File: src/rtl/instr_encoder.sv
// RV32I instruction encoder: packs decoded fields into a 32-bit word, two-stage pipeline.
// Optional ENCODER_STATS_EN adds saturating enc_count/err_count output-handshake counters.
module instr_encoder #(
  parameter logic [31:0] NOP_WORD = 32'h00000013
) (
  input  logic        clk,
  input  logic        rst_n,
  input  logic        in_valid,
  output logic        in_ready,
  input  logic [2:0]  fmt,
  input  logic [6:0]  opcode,
  input  logic [2:0]  funct3,
  input  logic [6:0]  funct7,
  input  logic [4:0]  rd_addr,
  input  logic [4:0]  rs1_addr,
  input  logic [4:0]  rs2_addr,
  input  logic [31:0] imm,
  output logic        out_valid,
  input  logic        out_ready,
  output logic [31:0] out_instr,
  output logic        out_err,
  output logic [1:0]  out_err_code
`ifdef ENCODER_STATS_EN
  ,
  output logic [15:0] enc_count,
  output logic [15:0] err_count
`endif
);

  localparam logic [2:0] FmtR = 3'd0;
  localparam logic [2:0] FmtI = 3'd1;
  localparam logic [2:0] FmtS = 3'd2;
  localparam logic [2:0] FmtB = 3'd3;
  localparam logic [2:0] FmtU = 3'd4;
  localparam logic [2:0] FmtJ = 3'd5;

  localparam logic [1:0] ErrNone  = 2'd0;
  localparam logic [1:0] ErrRange = 2'd1;
  localparam logic [1:0] ErrAlign = 2'd2;
  localparam logic [1:0] ErrFmt   = 2'd3;

  logic        s1_valid_q;
  logic [2:0]  s1_fmt_q;
  logic [6:0]  s1_opcode_q;
  logic [2:0]  s1_funct3_q;
  logic [6:0]  s1_funct7_q;
  logic [4:0]  s1_rd_q;
  logic [4:0]  s1_rs1_q;
  logic [4:0]  s1_rs2_q;
  logic [31:0] s1_imm_q;

  logic        s1_adv;
  logic        in_hs;
  logic        out_hs;
  logic [31:0] enc_word;
  logic [1:0]  err_code;
  logic        imm_fits12;
  logic        imm_fits13;
  logic        imm_fits21;

  // S1 may hand over whenever S2 is empty or draining this cycle.
  assign s1_adv   = !out_valid || out_ready;
  assign in_ready = !s1_valid_q || s1_adv;
  assign in_hs    = in_valid && in_ready;
  assign out_hs   = out_valid && out_ready;

  always_ff @(posedge clk or negedge rst_n) begin
    if (!rst_n) begin
      s1_valid_q  <= 1'b0;
      s1_fmt_q    <= '0;
      s1_opcode_q <= '0;
      s1_funct3_q <= '0;
      s1_funct7_q <= '0;
      s1_rd_q     <= '0;
      s1_rs1_q    <= '0;
      s1_rs2_q    <= '0;
      s1_imm_q    <= '0;
    end else begin
      if (in_hs) begin
        s1_valid_q  <= 1'b1;
        s1_fmt_q    <= fmt;
        s1_opcode_q <= opcode;
        s1_funct3_q <= funct3;
        s1_funct7_q <= funct7;
        s1_rd_q     <= rd_addr;
        s1_rs1_q    <= rs1_addr;
        s1_rs2_q    <= rs2_addr;
        s1_imm_q    <= imm;
      end else if (s1_adv) begin
        s1_valid_q <= 1'b0;
      end
    end
  end

  // Sign-extension checks: upper bits must all be copies of the sign bit.
  assign imm_fits12 = (&s1_imm_q[31:11]) || !(|s1_imm_q[31:11]);
  assign imm_fits13 = (&s1_imm_q[31:12]) || !(|s1_imm_q[31:12]);
  assign imm_fits21 = (&s1_imm_q[31:20]) || !(|s1_imm_q[31:20]);

  always_comb begin
    enc_word = '0;
    err_code = ErrNone;
    case (s1_fmt_q)
      FmtR: begin
        enc_word = {s1_funct7_q, s1_rs2_q, s1_rs1_q, s1_funct3_q, s1_rd_q, s1_opcode_q};
      end
      FmtI: begin
        enc_word = {s1_imm_q[11:0], s1_rs1_q, s1_funct3_q, s1_rd_q, s1_opcode_q};
        if (!imm_fits12) err_code = ErrRange;
      end
      FmtS: begin
        enc_word = {s1_imm_q[11:5], s1_rs2_q, s1_rs1_q, s1_funct3_q, s1_imm_q[4:0],
                    s1_opcode_q};
        if (!imm_fits12) err_code = ErrRange;
      end
      FmtB: begin
        enc_word = {s1_imm_q[12], s1_imm_q[10:5], s1_rs2_q, s1_rs1_q, s1_funct3_q,
                    s1_imm_q[4:1], s1_imm_q[11], s1_opcode_q};
        if (s1_imm_q[0])      err_code = ErrAlign;
        else if (!imm_fits13) err_code = ErrRange;
      end
      FmtU: begin
        enc_word = {s1_imm_q[31:12], s1_rd_q, s1_opcode_q};
        if (|s1_imm_q[11:0]) err_code = ErrAlign;
      end
      FmtJ: begin
        enc_word = {s1_imm_q[20], s1_imm_q[10:1], s1_imm_q[11], s1_imm_q[19:12], s1_rd_q,
                    s1_opcode_q};
        if (s1_imm_q[0])      err_code = ErrAlign;
        else if (!imm_fits21) err_code = ErrRange;
      end
      default: begin
        enc_word = '0;
      end
    endcase
    // Bad format or non-32-bit opcode outranks every immediate check.
    if (s1_fmt_q > FmtJ || s1_opcode_q[1:0] != 2'b11) err_code = ErrFmt;
  end

  always_ff @(posedge clk or negedge rst_n) begin
    if (!rst_n) begin
      out_valid    <= 1'b0;
      out_instr    <= '0;
      out_err      <= 1'b0;
      out_err_code <= '0;
    end else if (s1_adv) begin
      out_valid <= s1_valid_q;
      if (s1_valid_q) begin
        out_instr    <= (err_code != ErrNone) ? NOP_WORD : enc_word;
        out_err      <= (err_code != ErrNone);
        out_err_code <= err_code;
      end
    end
  end

`ifdef ENCODER_STATS_EN
  always_ff @(posedge clk or negedge rst_n) begin
    if (!rst_n) begin
      enc_count <= '0;
      err_count <= '0;
    end else if (out_hs) begin
      if (enc_count != 16'hFFFF) enc_count <= enc_count + 16'd1;
      if (out_err && err_count != 16'hFFFF) err_count <= err_count + 16'd1;
    end
  end
`else
  logic unused_out_hs;
  assign unused_out_hs = out_hs;
`endif

endmodule

File: config.mk
export PLATFORM = sky130hd
export DESIGN_NAME = instr_encoder
export DESIGN_NICKNAME = d
export VERILOG_FILES = /design/src/rtl/instr_encoder.sv
export SDC_FILE = /design/constraint.sdc
export NUM_CORES = 1
export LEC_CHECK = 0
export ABC_AREA = 1
export CAP_MARGIN = 20
export CORE_MARGIN = 8
export CORE_UTILIZATION = 36
export CTS_CLUSTER_SIZE = 10
export DETAILED_ROUTE_END_ITERATION = 7
export GPL_TIMING_DRIVEN = 0
export PLACE_DENSITY_LB_ADDON = 0.12
export SLEW_MARGIN = 40
export SYNTH_ARGS = -nofsm -noshare
export SYNTH_HDL_FRONTEND = slang
export SYNTH_SLANG_ARGS = --single-unit
File: constraint.sdc
create_clock -name clk -period 1.5 [get_ports clk]
set_clock_uncertainty 0.2 [all_clocks]
set_input_delay 0.225 -clock clk [delete_from_list [all_inputs] [get_ports clk]]
set_output_delay 0.225 -clock clk [all_outputs]
set_load 0.02 [all_outputs]
---- Word-level counts from Yosys, hierarchy flattened ----
Cells that the tools add are included.
word-level totals
  register bits ........................... 104
  bits in latches ......................... 0
  bits in writable memories ............... 0
  memory bits (read-only) ................. 0
  bits of input ports ..................... 71
  output and inout bits ................... 37
  word-level logic and storage cells ...... 56
  memories kept ........................... 0
operators by class
  add/sub/neg operators ................... 0
  multiply operators ...................... 0
  divide/modulo/power cells ............... 0
  $lt $le $gt $ge ......................... 1
  eq/ne operators ......................... 6
  shifts and indexed selects .............. 0
  multiplexer cells ....................... 12
  bitwise operators ....................... 0
  reduce and logical (&&, ||, !) cells .... 24
operator list
  kind                                                                   number
  32-bit case mux with 6 select lines                                    1
  32-bit two-way mux                                                     1
  12-bit OR reduction                                                    2
  21-bit AND reduction                                                   1
  21-bit OR reduction                                                    1
  20-bit AND reduction                                                   1
  20-bit OR reduction                                                    1
  12-bit AND reduction                                                   1
  2-bit two-way mux                                                      4
  2-bit case mux with 4 select lines                                     1
  3-bit by 2-bit equality test with 1-bit output, second input constant  2
  3-bit equality test, second input constant                             2
  1-bit logical OR                                                       6
  1-bit logical NOT                                                      5
  1-bit two-way mux                                                      5
  2-bit nonzero test                                                     2
  3-bit by 1-bit equality test with 1-bit output, second input constant  1
  3-bit > comparator, second input constant                              1
  3-bit logical NOT                                                      1
  2-bit != test, second input constant                                   1
  2-bit AND reduction                                                    1
  2-bit OR reduction                                                     1
  1-bit logical AND                                                      1

---- Depth between registers and ports, before layout ----
Gate-level depths: netlist (run 1).
  depth after elaboration ................. 9
  gate-level depth with buffers ........... 11
  depth with buffers taken out ............ 10

---- Worst setup path before layout (run 1) ----
No wires, ideal clock.
  path kind ............................... flip-flop to flip-flop
  start ................................... register out_valid
  end ..................................... register s1_imm_q[7]
  library setup time ...................... 0.125 ns
  arrival ................................. 1.560 ns
  data required time ...................... 1.175 ns
  slack ................................... -0.385 ns
  stages on the path, launching flop included .. 6
  buffers on the path ..................... 2
  clock period less this slack ............ 1.885 ns
  cells stage by stage .................... dfrtp_1 nand3_1 nand2_1 buf_4 buf_4 mux2_2
between the ends
  cells in the longest elaborated chain, start to end .. 4
RTL lines
  item                      RTL line  RTL
  start: declaration        18        output logic out_valid,
  start signal: assignment  147       out_valid <= s1_valid_q;
  1-bit logical NOT         62        assign s1_adv = !out_valid || out_ready;
  1-bit logical OR          62
  1-bit logical OR          63        assign in_ready = !s1_valid_q || s1_adv;
  net in_ready              9         output logic in_ready,
  1-bit logical AND         64        assign in_hs = in_valid && in_ready;
  end signal: assignment    88        s1_imm_q <= imm;
  end: declaration          50        logic [31:0] s1_imm_q;
The timed path passes the listed nets, and every way through them passes these cells.
A chain may end at the register's enable or synchronous reset.

---- Worst setup path in the final report (run 1) ----
  start ................................... register s1_fmt_q[1]
  end ..................................... register out_instr[21]
between the ends
  cells in the longest elaborated chain, start to end .. 6
  elaborated cells between the ends (all ways) .. 14
  classes of those cells .................. order compare: 1; eq/ne: 5; mux: 4; reduce/logical: 4
RTL lines
  item                                                                                                              RTL line  RTL
  start: declaration                                                                                                43        logic [2:0] s1_fmt_q;
  start signal: assignment                                                                                          81        s1_fmt_q <= fmt;
  3-bit by 2-bit equality test with 1-bit output or 3-bit by 1-bit equality test with 1-bit output (tied branches)  103       case (s1_fmt_q)
  2-bit OR reduction (no line)                                                                                      -
  2-bit case mux with 4 select lines                                                                                103
  2-bit two-way mux                                                                                                 137       if (s1_fmt_q > FmtJ || s1_opcode_q[1:0] != 2'b11) err_code = ErrFmt;
  2-bit nonzero test                                                                                                149       out_instr <= (err_code != ErrNone) ? NOP_WORD : enc_word;
  32-bit two-way mux (*)                                                                                            149
  end signal: assignment                                                                                            149
  end: declaration                                                                                                  20        output logic [31:0] out_instr,
Every way passes the cells marked *; elsewhere a longest branch is shown, timed or not.

==> reports/qor.csv, run 1 <==
metric;value;unit
status;finished, violations left;
violations;negative setup slack;
hold_viol;0;
initial_core_util;0.364;
io_buffers;107;
n_antenna_cell;0;
fp.dieH;134;microns
synth_area_leaders;dfrtp_1 52%, nand2_1 13%, mux2_2 11%;
path_clk_slew;0.07;ns
num_io_pins;108;
grt_max_degree;55;
path_cells;buf_8 -> inv_8 -> nand2_4 -> a21oi_4 -> nand2_2 -> nor2_4 -> nand3_4 -> buf_6 -> nand4_1 -> nand2_1;
critical_path_arrival;1.87;ns
synthesis.area;0.00502;sq mm
h-tree-depth;3;
dp_hpwl;10900;microns
crit_path_end_kind;flip-flop;
dp_cells;851;
ys_ff_latch;104;
cts_buffers;9;
via_count;4495;
crit_path_top_delay_cell;dfrtp_1;
syn_avg_cell_area;8.91;sq um
critical_path_buf_inv_count;3;
period_share;1.22;
setup_violations;100;
drive_above_1_share;0.300;
core_region_area;0.0138;sq mm
crit_fanout;8;
power_density;1110;mW/mm^2
fin_crit;1.83;ns
drc;0;
startpoint_type;flip-flop;
worst_pin_slew;0.431;ns
clock-sinks;104;
wirelength;15800;microns
die_area;0.0180;sq mm
clock_latency;0.36;ns
nets;792;
antenna_left;0;
r2r_start;s1_fmt_q[1];
crit_start;s1_fmt_q[1];
fin_ws;-0.330;ns
max_freq;546;MHz
syn2layout_area_growth;53.1;%
synth_area_leader_cell;dfrtp_1;
seq_area_frac_synth;0.519;
grt_util_all_layers;0.176;
fin_area;0.00768;sq mm
cts_tree;done;
synth.distinct_cells;32;
synthesis.nets;634;
relSlewSlack;0.713;
worstPathRequired;1.54;ns
cp_top_family;simple AND/OR/NAND/NOR gates;
max_stage_delay;0.40;ns
yosysTopAreaCellShare;0.519;
drtIter0Drc;365;
wl_per_cell;17.5;microns
drv_slew;0;
dpl_cell_area;0.00640;sq mm
hold_class;input port to asynchronous set/reset pin;
clock_path_buffers;2;
cts_root_buf;clkbuf_16;
ir_drop;585;uV
grt_pass1_vias;4745;
yosys_warnings;0;
rsz0062_at_grt;true;
antenna_found_initial;0;
maxCapViolCount;0;
overflow;0;
std_cell_rows;43;
viasPerCell;4.96;
critPathKind;flip-flop to flip-flop;
pre_cts_slack;-0.601;ns
cellLeakagePower;3.63;nW
place.gp.congestion;0.907;
grt_first_pass_wirelength;24900;microns
final_cells;906;
total_power;0.00856;W
syn_inst;563;
drt_first_pass_iters;4;
die_w;134;microns
state kept, by name, summed over array words and instances, names as in the netlist:
register      cells
s1_imm_q         32
s1_valid_q        1
s1_funct3_q       3
s1_rs1_q          5
s1_rs2_q          5
out_err           1
out_instr        32
s1_rd_q           5
s1_funct7_q       7
out_err_code      2
out_valid         1
s1_opcode_q       7
s1_fmt_q          3
path summary, 6_finish.rpt:
path	endpoint	slack, ns	cells after the start
min	out_instr[26]	0.16	2
max reg2reg	out_instr[21]	-0.33	10
min in group clk	out_instr[0]	0.27	1
max in group asynchronous	s1_imm_q[0]	0.33	3
min reg2reg	out_instr[0]	0.27	1
max	out_instr[21]	-0.33	10
what timing repair did:
action | in CTS | in global routing
gates resized for setup | 161 | 106
pin swaps | 5 | 21
gates cloned | 3 | 1
hold endpoints to repair | 104 | 0
setup endpoints to repair | 128 | 127
buffers inserted | 22 | 12
hold buffers | 1 | 0
cells in the mapped netlist, drive strengths merged:
library cell	count
nand2	173
dfrtp	104
clkbuf	5
nand4	31
or2	4
buf	22
nand3	24
a21oi	33
mux2	49
inv	36
nor2	70
o21ai	2
nor3	2
and2	1
a22o	1
clkinv	1
a31oi	1
o211ai	4
layout make-up:
class                      count  area (sq um)
inverter                      37           159
fill                        1269          6090
tap                          180           225
buffer                        27           339
clock inverter                 3          40.0
clock buffer                  13           260
multi-input combinational    395          2580
sequential                   104          2620
timing repair buffer         147          1460
cells in the final DEF, fill, tap and decap left out, types with 2 or more instances in the layout:
master	instances
buf_16	2
nand3_1	17
nand2_4	3
a21oi_4	4
a21oi_1	16
buf_12	10
clkbuf_2	6
nand2_8	2
or2_2	3
nand3_4	2
buf_6	13
inv_1	32
nor2_4	13
buf_8	5
clkinv_2	2
nor2_1	44
clkdlybuf4s15_1	28
clkbuf_1	5
nand2_2	7
clkdlybuf4s50_1	69
nand4_1	31
dfrtp_2	14
a21oi_2	13
buf_2	2
mux2_4	48
inv_4	2
buf_4	29
clkbuf_8	2
clkbuf_16	10
inv_8	2
dlygate4sd2_1	3
nand3_2	5
o211ai_1	4
nand2_1	161
dfrtp_1	90
nor2_2	13
through the flow:
step                setup TNS (ns)   util  hold slack (ns)
floorplan                    -3.62      -           -0.271
global placement           -447.95  0.463            0.253
detailed placement          -40.21  0.465          -0.0373
CTS                         -11.71  0.529            0.199
global route                -23.86  0.558            0.208
finish                      -17.45  0.558            0.164
kinds of logic after synthesis:
logic type / synth area share
flops: 0.519
compound gates: 0.0446
buf+inv: 0.0636
simple gates: 0.263
mux: 0.110
where the power goes:
group          total [W]  switching (W)  internal (W)
sequential       0.00352       0.000336       0.00319
clock            0.00241        0.00102       0.00138
combinational    0.00263        0.00134       0.00129
per-layer routing:
layer,share of wire,up-vias,global-route usage,routed length (microns)
li1,-,2155,-,-
met5,0,-,0,0
met1,0.45,2209,0.222,7060
met3,0.048,16,0.0363,765
met2,0.49,115,0.291,7730
met4,0.017,0,0.0649,267
(Power assumes the default switching activity.)
==> run 2, diff against run 1 <==
--- a/config.mk
+++ b/config.mk
@@ -13,6 +13,7 @@
 export DETAILED_ROUTE_END_ITERATION = 7
 export GPL_TIMING_DRIVEN = 0
 export PLACE_DENSITY_LB_ADDON = 0.12
+export RECOVER_POWER = 100
 export SLEW_MARGIN = 40
 export SYNTH_ARGS = -nofsm -noshare
 export SYNTH_HDL_FRONTEND = slang
==> run 2 against run 1 <==
Compared with the run above:
- the flow still finishes with violations (negative setup slack)
- core utilization decreased by 0.091 points
- clock power about the same
- sequential power about the same
- cell area decreased by 0.16%
- fmax increased by 0.69%
- via count increased by 0.93%
==> reports/qor.csv, run 2 (synthesis gave the netlist of run 1 again) <==
metric;value;unit;change
violations;negative setup slack;;
worst_pin_slew;0.737;ns;+0.307 ns
cts_tree;done;;
initial_core_util;0.364;;unchanged
nets;792;;unchanged
cellLeakagePower;3.61;nW;-0.42%
fin_crit;1.82;ns;-0.0126 ns
crit_cells;10;;unchanged
grt_first_pass_wirelength;24900;microns;unchanged
fin_area;0.00767;sq mm;-0.16%
p_comb_frac;0.307;;about the same
h-tree-depth;3;;unchanged
max_stage_delay;0.42;ns;+0.02 ns
drt_first_pass_iters;5;;+1
viasPerCell;5.01;;+0.93%
r2r-end;out_instr[21];;
period_share;1.21;;-0.00841
drv_slew;0;;unchanged
crit_start;s1_imm_q[5];;
fin_util;0.557;;-0.000908
via_count;4537;;+0.93%
core_region_area;0.0138;sq mm;unchanged
hold_class;flip-flop to flip-flop;;
rsz0062_at_grt;true;;
drtIter0Drc;349;;-4.4%
path_cells;nor2_1 -> nand2_1 -> nor2_1 -> nand2_1 -> nand2_2 -> nand2_2 -> nor2_4 -> buf_6 -> nand4_1 -> nand2_1;;
crit_path_end_kind;flip-flop;;
fin_ws;-0.318;ns;+0.0126 ns
relSlewSlack;0.509;;-0.204
reg.largest.list;out_instr x32, s1_imm_q x32;;
crit_path_frequent_cell;nand2_1;;
cts_buffers;9;;unchanged
antenna_left;0;;unchanged
pwr-share-seq;0.412;;about the same
p_int;0.00586;W;-0.13%
dp_hpwl;10900;microns;unchanged
critical_path_arrival;1.91;ns;+0.04 ns
grt_pass1_vias;4745;;unchanged
path_clk_slew;0.07;ns;about the same
worstPathRequired;1.59;ns;+0.05 ns
p_sw;0.00270;W;about the same
maxCapViolCount;0;;unchanged
wirelength;15800;microns;-0.27%
die_area;0.0180;sq mm;unchanged
die_w;134;microns;unchanged
clock_latency;0.36;ns;about the same
syn2layout_area_growth;52.8;%;
n_antenna_cell;0;;unchanged
startpoint_type;flip-flop;;
max_freq;550;MHz;+0.69%
total_power;0.00856;W;about the same
grt_util_all_layers;0.176;;unchanged
pwr-share-clk;0.281;;about the same
dpl_cell_area;0.00640;sq mm;unchanged
hold_ws;0.274;ns;+0.110 ns
cp-endpoint;out_instr[21];;
power_density;1120;mW/mm^2;about the same
r2r_cells;10;;unchanged
antenna_found_initial;0;;unchanged
layout_commonest_cell;nand2_1;;
fp.dieH;134;microns;unchanged
crit_path_top_delay_cell;dfrtp_1;;
crit_fanout;10;;+2
r2r_start;s1_imm_q[5];;
hold_viol;0;;unchanged
drc;0;;unchanged
critPathKind;flip-flop to flip-flop;;
grt_max_degree;55;;unchanged
ir_drop;584;uV;-0.22%
final_cell_mix;161 x nand2_1, 90 x dfrtp_1, 69 x clkdlybuf4s50_1;;
num_io_pins;108;;unchanged
place.gp.congestion;0.907;;unchanged
clock-sinks;104;;unchanged
wl_per_cell;17.4;microns;-0.27%
drive_above_1_share;0.295;;-0.00551
cts_root_buf;clkbuf_16;;
p_sw_frac;0.315;;about the same
io_buffers;107;;unchanged
nFillCells;1272;;+0.24%
setup_violations;100;;unchanged
std_cell_rows;43;;unchanged
overflow;0;;unchanged
status;finished, violations left;;
r2r_setup_slack;-0.32;ns;about the same
clock_path_buffers;2;;unchanged
cp_top_family;simple AND/OR/NAND/NOR gates;;
pre_cts_slack;-0.601;ns;unchanged
critical_path_buf_inv_count;1;;-2
run 2: cell types whose count changed in the layout (fill, tap and decap cells not counted), sizes merged:
cell    before  now
clkbuf      24   25
buf         61   60
run 2: through the flow:
step	setup TNS (ns)	std cells
CTS	-11.71	893
floorplan	-3.62	563
global route	-28.12	906
global placement	-447.95	850
finish	-17.39	906
detailed placement	-40.21	851
run 2: power by group through the flow:
stage	Clock [W]	Combinational [W]	Sequential, W
finish	0.00241	0.00263	0.00352
global route	0.00255	0.00283	0.00357
CTS	0.00245	0.00237	0.00351
detailed placement	0	0.00196	0.00355
global placement	0	0.00192	0.00354
floorplan	0	0.00111	0.00356
run 2: worst min-delay path by stage:
stage / start / end / slack [ns] / cells after the start
2_1_floorplan: rst_n / out_err / -0.27 / 0
3_3_place_gp: out_instr[1] / out_instr[1] / 0.25 / 1
3_5_place_dp: rst_n / out_instr[26] / -0.04 / 1
6_report: out_instr[0] / out_instr[0] / 0.27 / 1
4_1_cts: rst_n / out_instr[25] / 0.20 / 2
5_1_grt: imm[31] / s1_imm_q[31] / 0.28 / 2
run 2: layout make-up:
class / instances / area (sq um) / area share
timing repair buffer: 147 / 1450 / 0.188
sequential: 104 / 2620 / 0.342
clock buffer: 13 / 260 / 0.0339
tap: 180 / 225 / 0.0294
multi-input combinational: 395 / 2580 / 0.336
inverter: 37 / 159 / 0.0207
clock inverter: 3 / 40.0 / 0.00522
buffer: 27 / 339 / 0.0442
run 2: what timing repair did:
item                                    4_1_cts  5_1_grt
cloned                                        3        1
resized for setup                           161      106
endpoints found under the setup margin      128      127
endpoints found under the hold margin       104        0
setup buffers                                22       12
pin swaps                                     5       21
hold buffers                                  1        0
run 2: metal layers:
metal | GRT usage | up-vias | wire length (microns)
met4 | 0.0649 | 0 | 274
met3 | 0.0363 | 18 | 843
li1 | - | 2165 | -
met5 | 0 | - | 0
met2 | 0.291 | 141 | 7740
met1 | 0.222 | 2213 | 6920
==> run 3, diff against run 2 <==
--- a/config.mk
+++ b/config.mk
@@ -12,6 +12,8 @@
 export CTS_CLUSTER_SIZE = 10
 export DETAILED_ROUTE_END_ITERATION = 7
 export GPL_TIMING_DRIVEN = 0
+export HOLD_SLACK_MARGIN = 0.03
+export MAX_ROUTING_LAYER = met4
 export PLACE_DENSITY_LB_ADDON = 0.12
 export RECOVER_POWER = 100
 export SLEW_MARGIN = 40
==> run 3 against run 2 <==
Compared with the run above:
- the run still ends with negative setup slack left
- clock power hardly changed
- register-to-register slack worse by 0.02 ns
- largest power group unchanged
- critical endpoint unchanged
- sequential power hardly changed
- largest cell class unchanged
- critical path depth stayed put
- die area stayed put
==> reports/qor.csv, run 3 (synthesis gave the netlist of run 1 again) <==
metric;value;unit;change
status;finished, violations left;;
violations;negative setup slack;;
fin_area;0.00769;sq mm;+0.23%
initial_core_util;0.364;;unchanged
drv_slew;0;;unchanged
startpoint_type;flip-flop;;
hold_ws;0.273;ns;-0.00100 ns
maxCapViolCount;0;;unchanged
dp_hpwl;10900;microns;unchanged
pwr-share-seq;0.411;;about the same
p_comb_frac;0.307;;about the same
fin_util;0.558;;+0.00127
hold_class;flip-flop to flip-flop;;
critical_path_arrival;1.93;ns;+0.02 ns
cellLeakagePower;3.63;nW;+0.47%
viasPerCell;4.97;;-0.81%
core_region_area;0.0138;sq mm;unchanged
die_area;0.0180;sq mm;unchanged
power_density;1120;mW/mm^2;about the same
grt_max_degree;55;;unchanged
antenna_found_initial;0;;unchanged
overflow;0;;unchanged
pwr-share-clk;0.281;;about the same
crit_path_frequent_cell;nand2_1;;
drt_first_pass_iters;5;;unchanged
grt_util_all_layers;0.181;;+0.00488
std_cell_rows;43;;unchanged
max_freq;545;MHz;-0.90%
via_count;4505;;-0.71%
drive_above_1_share;0.303;;+0.00785
cts_buffers;9;;unchanged
nFillCells;1275;;+0.24%
fin_crit;1.83;ns;+0.0165 ns
crit_path_end_kind;flip-flop;;
path_cells;nor2_1 -> nand2_1 -> nor2_1 -> nand2_1 -> nand2_2 -> nand2_2 -> nor2_4 -> buf_6 -> nand4_1 -> nand2_1;;
nets;793;;+0.13%
n_antenna_cell;0;;unchanged
reg.largest.list;out_instr x32, s1_imm_q x32;;
relSlewSlack;0.506;;-0.00219
p_sw_frac;0.315;;-0.000383
grt_first_pass_wirelength;24900;microns;-0.11%
layout_commonest_cell;nand2_1;;
period_share;1.22;;+0.0110
num_io_pins;108;;unchanged
critical_path_buf_inv_count;1;;unchanged
path_clk_slew;0.07;ns;about the same
rsz0062_at_grt;true;;
cp_top_family;simple AND/OR/NAND/NOR gates;;
hold_viol;0;;unchanged
drc;0;;unchanged
drtIter0Drc;317;;-9.2%
fp.dieH;134;microns;unchanged
h-tree-depth;3;;unchanged
max_stage_delay;0.42;ns;about the same
clock-sinks;104;;unchanged
fin_ws;-0.334;ns;-0.0165 ns
clock_path_buffers;2;;unchanged
cts_tree;done;;
clock_latency;0.36;ns;about the same
io_buffers;107;;unchanged
grt_pass1_vias;4750;;+0.11%
p_sw;0.00270;W;about the same
place.gp.congestion;0.922;;+1.7%
p_int;0.00587;W;+0.24%
cts_root_buf;clkbuf_16;;
crit_fanout;10;;unchanged
final_cell_mix;161 x nand2_1, 90 x dfrtp_1, 69 x clkdlybuf4s50_1;;
die_w;134;microns;unchanged
worstPathRequired;1.59;ns;about the same
ir_drop;579;uV;-0.88%
setup_violations;100;;unchanged
syn2layout_area_growth;53.2;%;
antenna_left;0;;unchanged
crit_path_top_delay_cell;dfrtp_1;;
wirelength;15800;microns;about the same
critPathKind;flip-flop to flip-flop;;
wl_per_cell;17.4;microns;about the same
dpl_cell_area;0.00640;sq mm;unchanged
worst_pin_slew;0.740;ns;+0.00329 ns
[run 3: final cells by class]
| class | instances | area (sq um) | share of cell area |
|---|---|---|---|
| flip-flops and latches | 104 | 2620 | 0.341 |
| inverters | 37 | 156 | 0.0203 |
| well taps | 180 | 225 | 0.0293 |
| clock inverters | 3 | 40.0 | 0.00521 |
| plain buffers | 27 | 339 | 0.0441 |
| repair buffers | 148 | 1460 | 0.190 |
| clock buffers | 13 | 260 | 0.0339 |
| multi-input cells | 395 | 2580 | 0.336 |
[run 3: metrics by stage]
stage | power (W) | setup WS, ns | TNS (ns) | cells
finish | 0.00857 | -0.334 | -17.40 | 907
global route | 0.00897 | -0.413 | -28.17 | 907
CTS | 0.00833 | -0.294 | -11.71 | 893
detailed placement | 0.00551 | -0.601 | -40.21 | 851
global placement | 0.00547 | -4.30 | -447.95 | 850
floorplan | 0.00467 | -0.0795 | -3.62 | 563
[run 3: per-layer routing]
metal	part of all wire	vias up	global-route usage
met5	0	-	-
met4	0.019	0	0.0649
met3	0.045	17	0.0337
met2	0.49	110	0.291
met1	0.45	2212	0.224
li1	-	2166	-
[run 3: worst paths after layout]
path | cells after the start | slack [ns] | startpoint | end
setup / recovery | 10 | -0.33 | s1_imm_q[5] | out_instr[21]
hold / removal | 1 | 0.27 | out_instr[0] | out_instr[0]
setup reg to reg | 10 | -0.33 | s1_imm_q[5] | out_instr[21]
hold reg to reg | 1 | 0.27 | out_instr[0] | out_instr[0]
max in group asynchronous | 3 | 0.08 | rst_n | s1_imm_q[0]
min in group asynchronous | 2 | 0.30 | rst_n | out_instr[30]
[run 3: what timing repair did]
item / in CTS / in global routing
gates resized for setup: 161 / 105
setup buffers: 22 / 13
pin swaps: 5 / 23
cloned: 3 / 1
setup endpoints to repair: 128 / 125
hold buffers: 1 / 0
hold endpoints to repair: 104 / 0
[run 3: power by group through the flow]
stage               combinational [W]  clock (W)  sequential, W
floorplan                     0.00111          0        0.00356
global placement              0.00192          0        0.00354
detailed placement            0.00196          0        0.00355
CTS                           0.00237    0.00245        0.00351
global route                  0.00285    0.00256        0.00357
finish                        0.00264    0.00241        0.00353
==> patch, RTL diff (config.mk and constraints of run 1) <==
The option `ENCODER_STATS_EN` is turned on by a define.
--- a/src/rtl/instr_encoder.sv
+++ b/src/rtl/instr_encoder.sv
@@ -1,5 +1,7 @@
 // RV32I instruction encoder: packs decoded fields into a 32-bit word, two-stage pipeline.
 // Optional ENCODER_STATS_EN adds saturating enc_count/err_count output-handshake counters.
+`define ENCODER_STATS_EN
+
 module instr_encoder #(
   parameter logic [31:0] NOP_WORD = 32'h00000013
 ) (
Formal check against the unedited RTL (old outputs only; new: enc_count and err_count): equivalent (Yosys induction, for registers that start in step).
==> patch against run 1 <==
The run still ends with setup timing left. Sequential cell count rose by 32. Via count rose by 40%. Fmax is 3.4% lower. Total power grew 60%. Design area up 41%. Utilization is 2.9 points higher. Synthesized area increased by 34%. Setup slack got worse by 65 ps. Critical path depth down 1. Wire length increased by 42%. Clock power increased by 62%. Largest cell class is now multi-input gates.
==> patch: results (changes against run 1) <==
\begin{tabular}{lr}
\hline
Metric & Value \\
\hline
\multicolumn{2}{l}{\textbf{Synth}} \\
\quad Syn Nets & 842 (was 634) \\
\quad Parity-gate share of the synthesized area counting xor and xnor cells & 0.0392 (was 0) \\
\quad Most used standard cells in the synthesized netlist & sky130\_fd\_sc\_hd\_\_nand2\_1 (233), sky130\_fd\_sc\_hd\_\_dfrtp\_1 (136), sky130\_fd\_sc\_hd\_\_nor2\_1 (72) (was sky130\_fd\_sc\_hd\_\_nand2\_1 (168), sky130\_fd\_sc\_hd\_\_dfrtp\_1 (104), sky130\_fd\_sc\_hd\_\_nor2\_1 (66)) \\
\quad Ranking of synthesized cells by area & sky130\_fd\_sc\_hd\_\_dfrtp\_1 (51\%), sky130\_fd\_sc\_hd\_\_nand2\_1 (13\%), sky130\_fd\_sc\_hd\_\_mux2\_2 (8.6\%) (was sky130\_fd\_sc\_hd\_\_dfrtp\_1 (52\%), sky130\_fd\_sc\_hd\_\_nand2\_1 (13\%), sky130\_fd\_sc\_hd\_\_mux2\_2 (11\%)) \\
\quad Number of distinct library cells after synthesis & 33 (was 32) \\
\quad Fraction of the yosys area taken by sequential cells & 0.508 (was 0.519) \\
\multicolumn{2}{l}{\textbf{Pwr}} \\
\quad Leakage power figure & 5.27 nW (was 3.63 nW) \\
\quad Power density relative to cell area & 1270 mW/mm² (was 1110 mW/mm²) \\
\quad Internal power consumption & 0.00899 W (was 0.00587 W) \\
\quad Maximum VDD drop & 0.000905 V (was 0.000585 V) \\
\multicolumn{2}{l}{\textbf{GRT}} \\
\quad Vias in the first global route & 6411 (was 4745) \\
\quad First-pass GRT wire length & 35.3 mm (was 24.9 mm) \\
\multicolumn{2}{l}{\textbf{Place}} \\
\quad Placement Cell Area & 0.00877 mm² (was 0.00640 mm²) \\
\quad Detail Placement HPWL & 14.5 mm (was 10.9 mm) \\
\quad Buffers on Ports & 139 (was 107) \\
\quad Global placer's final weighted congestion & 0.853 (was 0.907) \\
\quad Worst slack at placement & -893 ps (was -601 ps) \\
\multicolumn{2}{l}{\textbf{Setup path}} \\
\quad Arrival time of data at the critical path endpoint & 2040 ps (was 1870 ps) \\
\quad Kind of cell adding the most delay to the critical path & buffers and inverters (was simple AND/OR/NAND/NOR gates) \\
\quad Worst reg-to-reg path cell count & 9 (was 10) \\
\quad Worst path max stage delay & 440 ps (was 400 ps) \\
\multicolumn{2}{l}{\textbf{Cells and area}} \\
\quad Post-layout net count & 1097 (was 792) \\
\quad Fill cell instance count of the final layout & 1613 (was 1269) \\
\multicolumn{2}{l}{\textbf{Outcome}} \\
\quad Run status & complete, but fails checks (unchanged) \\
\quad Violations in the final reports & setup timing (unchanged) \\
\multicolumn{2}{l}{\textbf{Clock network}} \\
\quad Number of levels the H-tree was split into & 4 (was 3) \\
\quad Post-CTS Setup Repair Bufs & 59 (was 22) \\
\multicolumn{2}{l}{\textbf{STA}} \\
\quad Worst Slack Setup Final & -395 ps (was -330 ps) \\
\quad Transition time of the tightest slew-check pin & 557 ps (was 431 ps) \\
\quad Final setup violating endpoints & 138 (was 100) \\
\hline
\end{tabular}
-- patch: cell types whose count changed in the layout (fill, tap and decap cells not counted), sizes merged, moves of 19 or more --
cell / delta
xor2: +22
nand2: +63
dfrtp: +32
nand3: +19
clkdlybuf4s15: -24
buf: +123
inv: +25
-- patch: kinds of logic (layout without fill, tap and decap cells) --
kind of cell / Yosys count / after routing
buffers and inverters: 91 / 358
AO/OA/AOI/OAI: 48 / 48
flip-flops: 136 / 136
adder cells (fa/ha/maj): 2 / 2
multiplexers: 51 / 51
XOR/XNOR: 30 / 30
AND/OR/NAND/NOR: 411 / 411
-- patch: worst max-delay path by stage --
stage                                 to  slack, ps  cells past startpoint
2_1_floorplan  err_count[11]$_DFFE_PN0P_       -360                      8
3_3_place_gp    enc_count[0]$_DFFE_PN0P_      -6220                      1
3_5_place_dp   out_instr[10]$_DFFE_PN0P_       -890                     10
4_1_cts         err_count[1]$_DFFE_PN0P_       -360                     10
5_1_grt        out_instr[10]$_DFFE_PN0P_       -460                      9
6_report       out_instr[10]$_DFFE_PN0P_       -400                      9
-- patch: per-stage QoR --
| stage | hold slack (ps) | util | instances |
|---|---|---|---|
| floorplan | -271 | - | 769 |
| global placement | 254 | 0.473 | 1142 |
| detailed placement | 33.5 | 0.475 | 1143 |
| CTS | 175 | 0.572 | 1251 |
| global route | 210 | 0.587 | 1270 |
| finish | 168 | 0.587 | 1270 |
-- patch: cell type report --
cell class	count	share of cell area
clock inverter	9	0.00705
timing repair buffer	239	0.205
clock buffer	22	0.0429
buffer	27	0.0317
multi-input combinational	542	0.347
tap	234	0.0270
inverter	61	0.0225
sequential	136	0.317
-- patch: per-layer routing --
metal,global-route usage,share of wire
met5,0,0
met4,0.0688,0.024
met3,0.0448,0.057
met2,0.307,0.47
met1,0.255,0.45
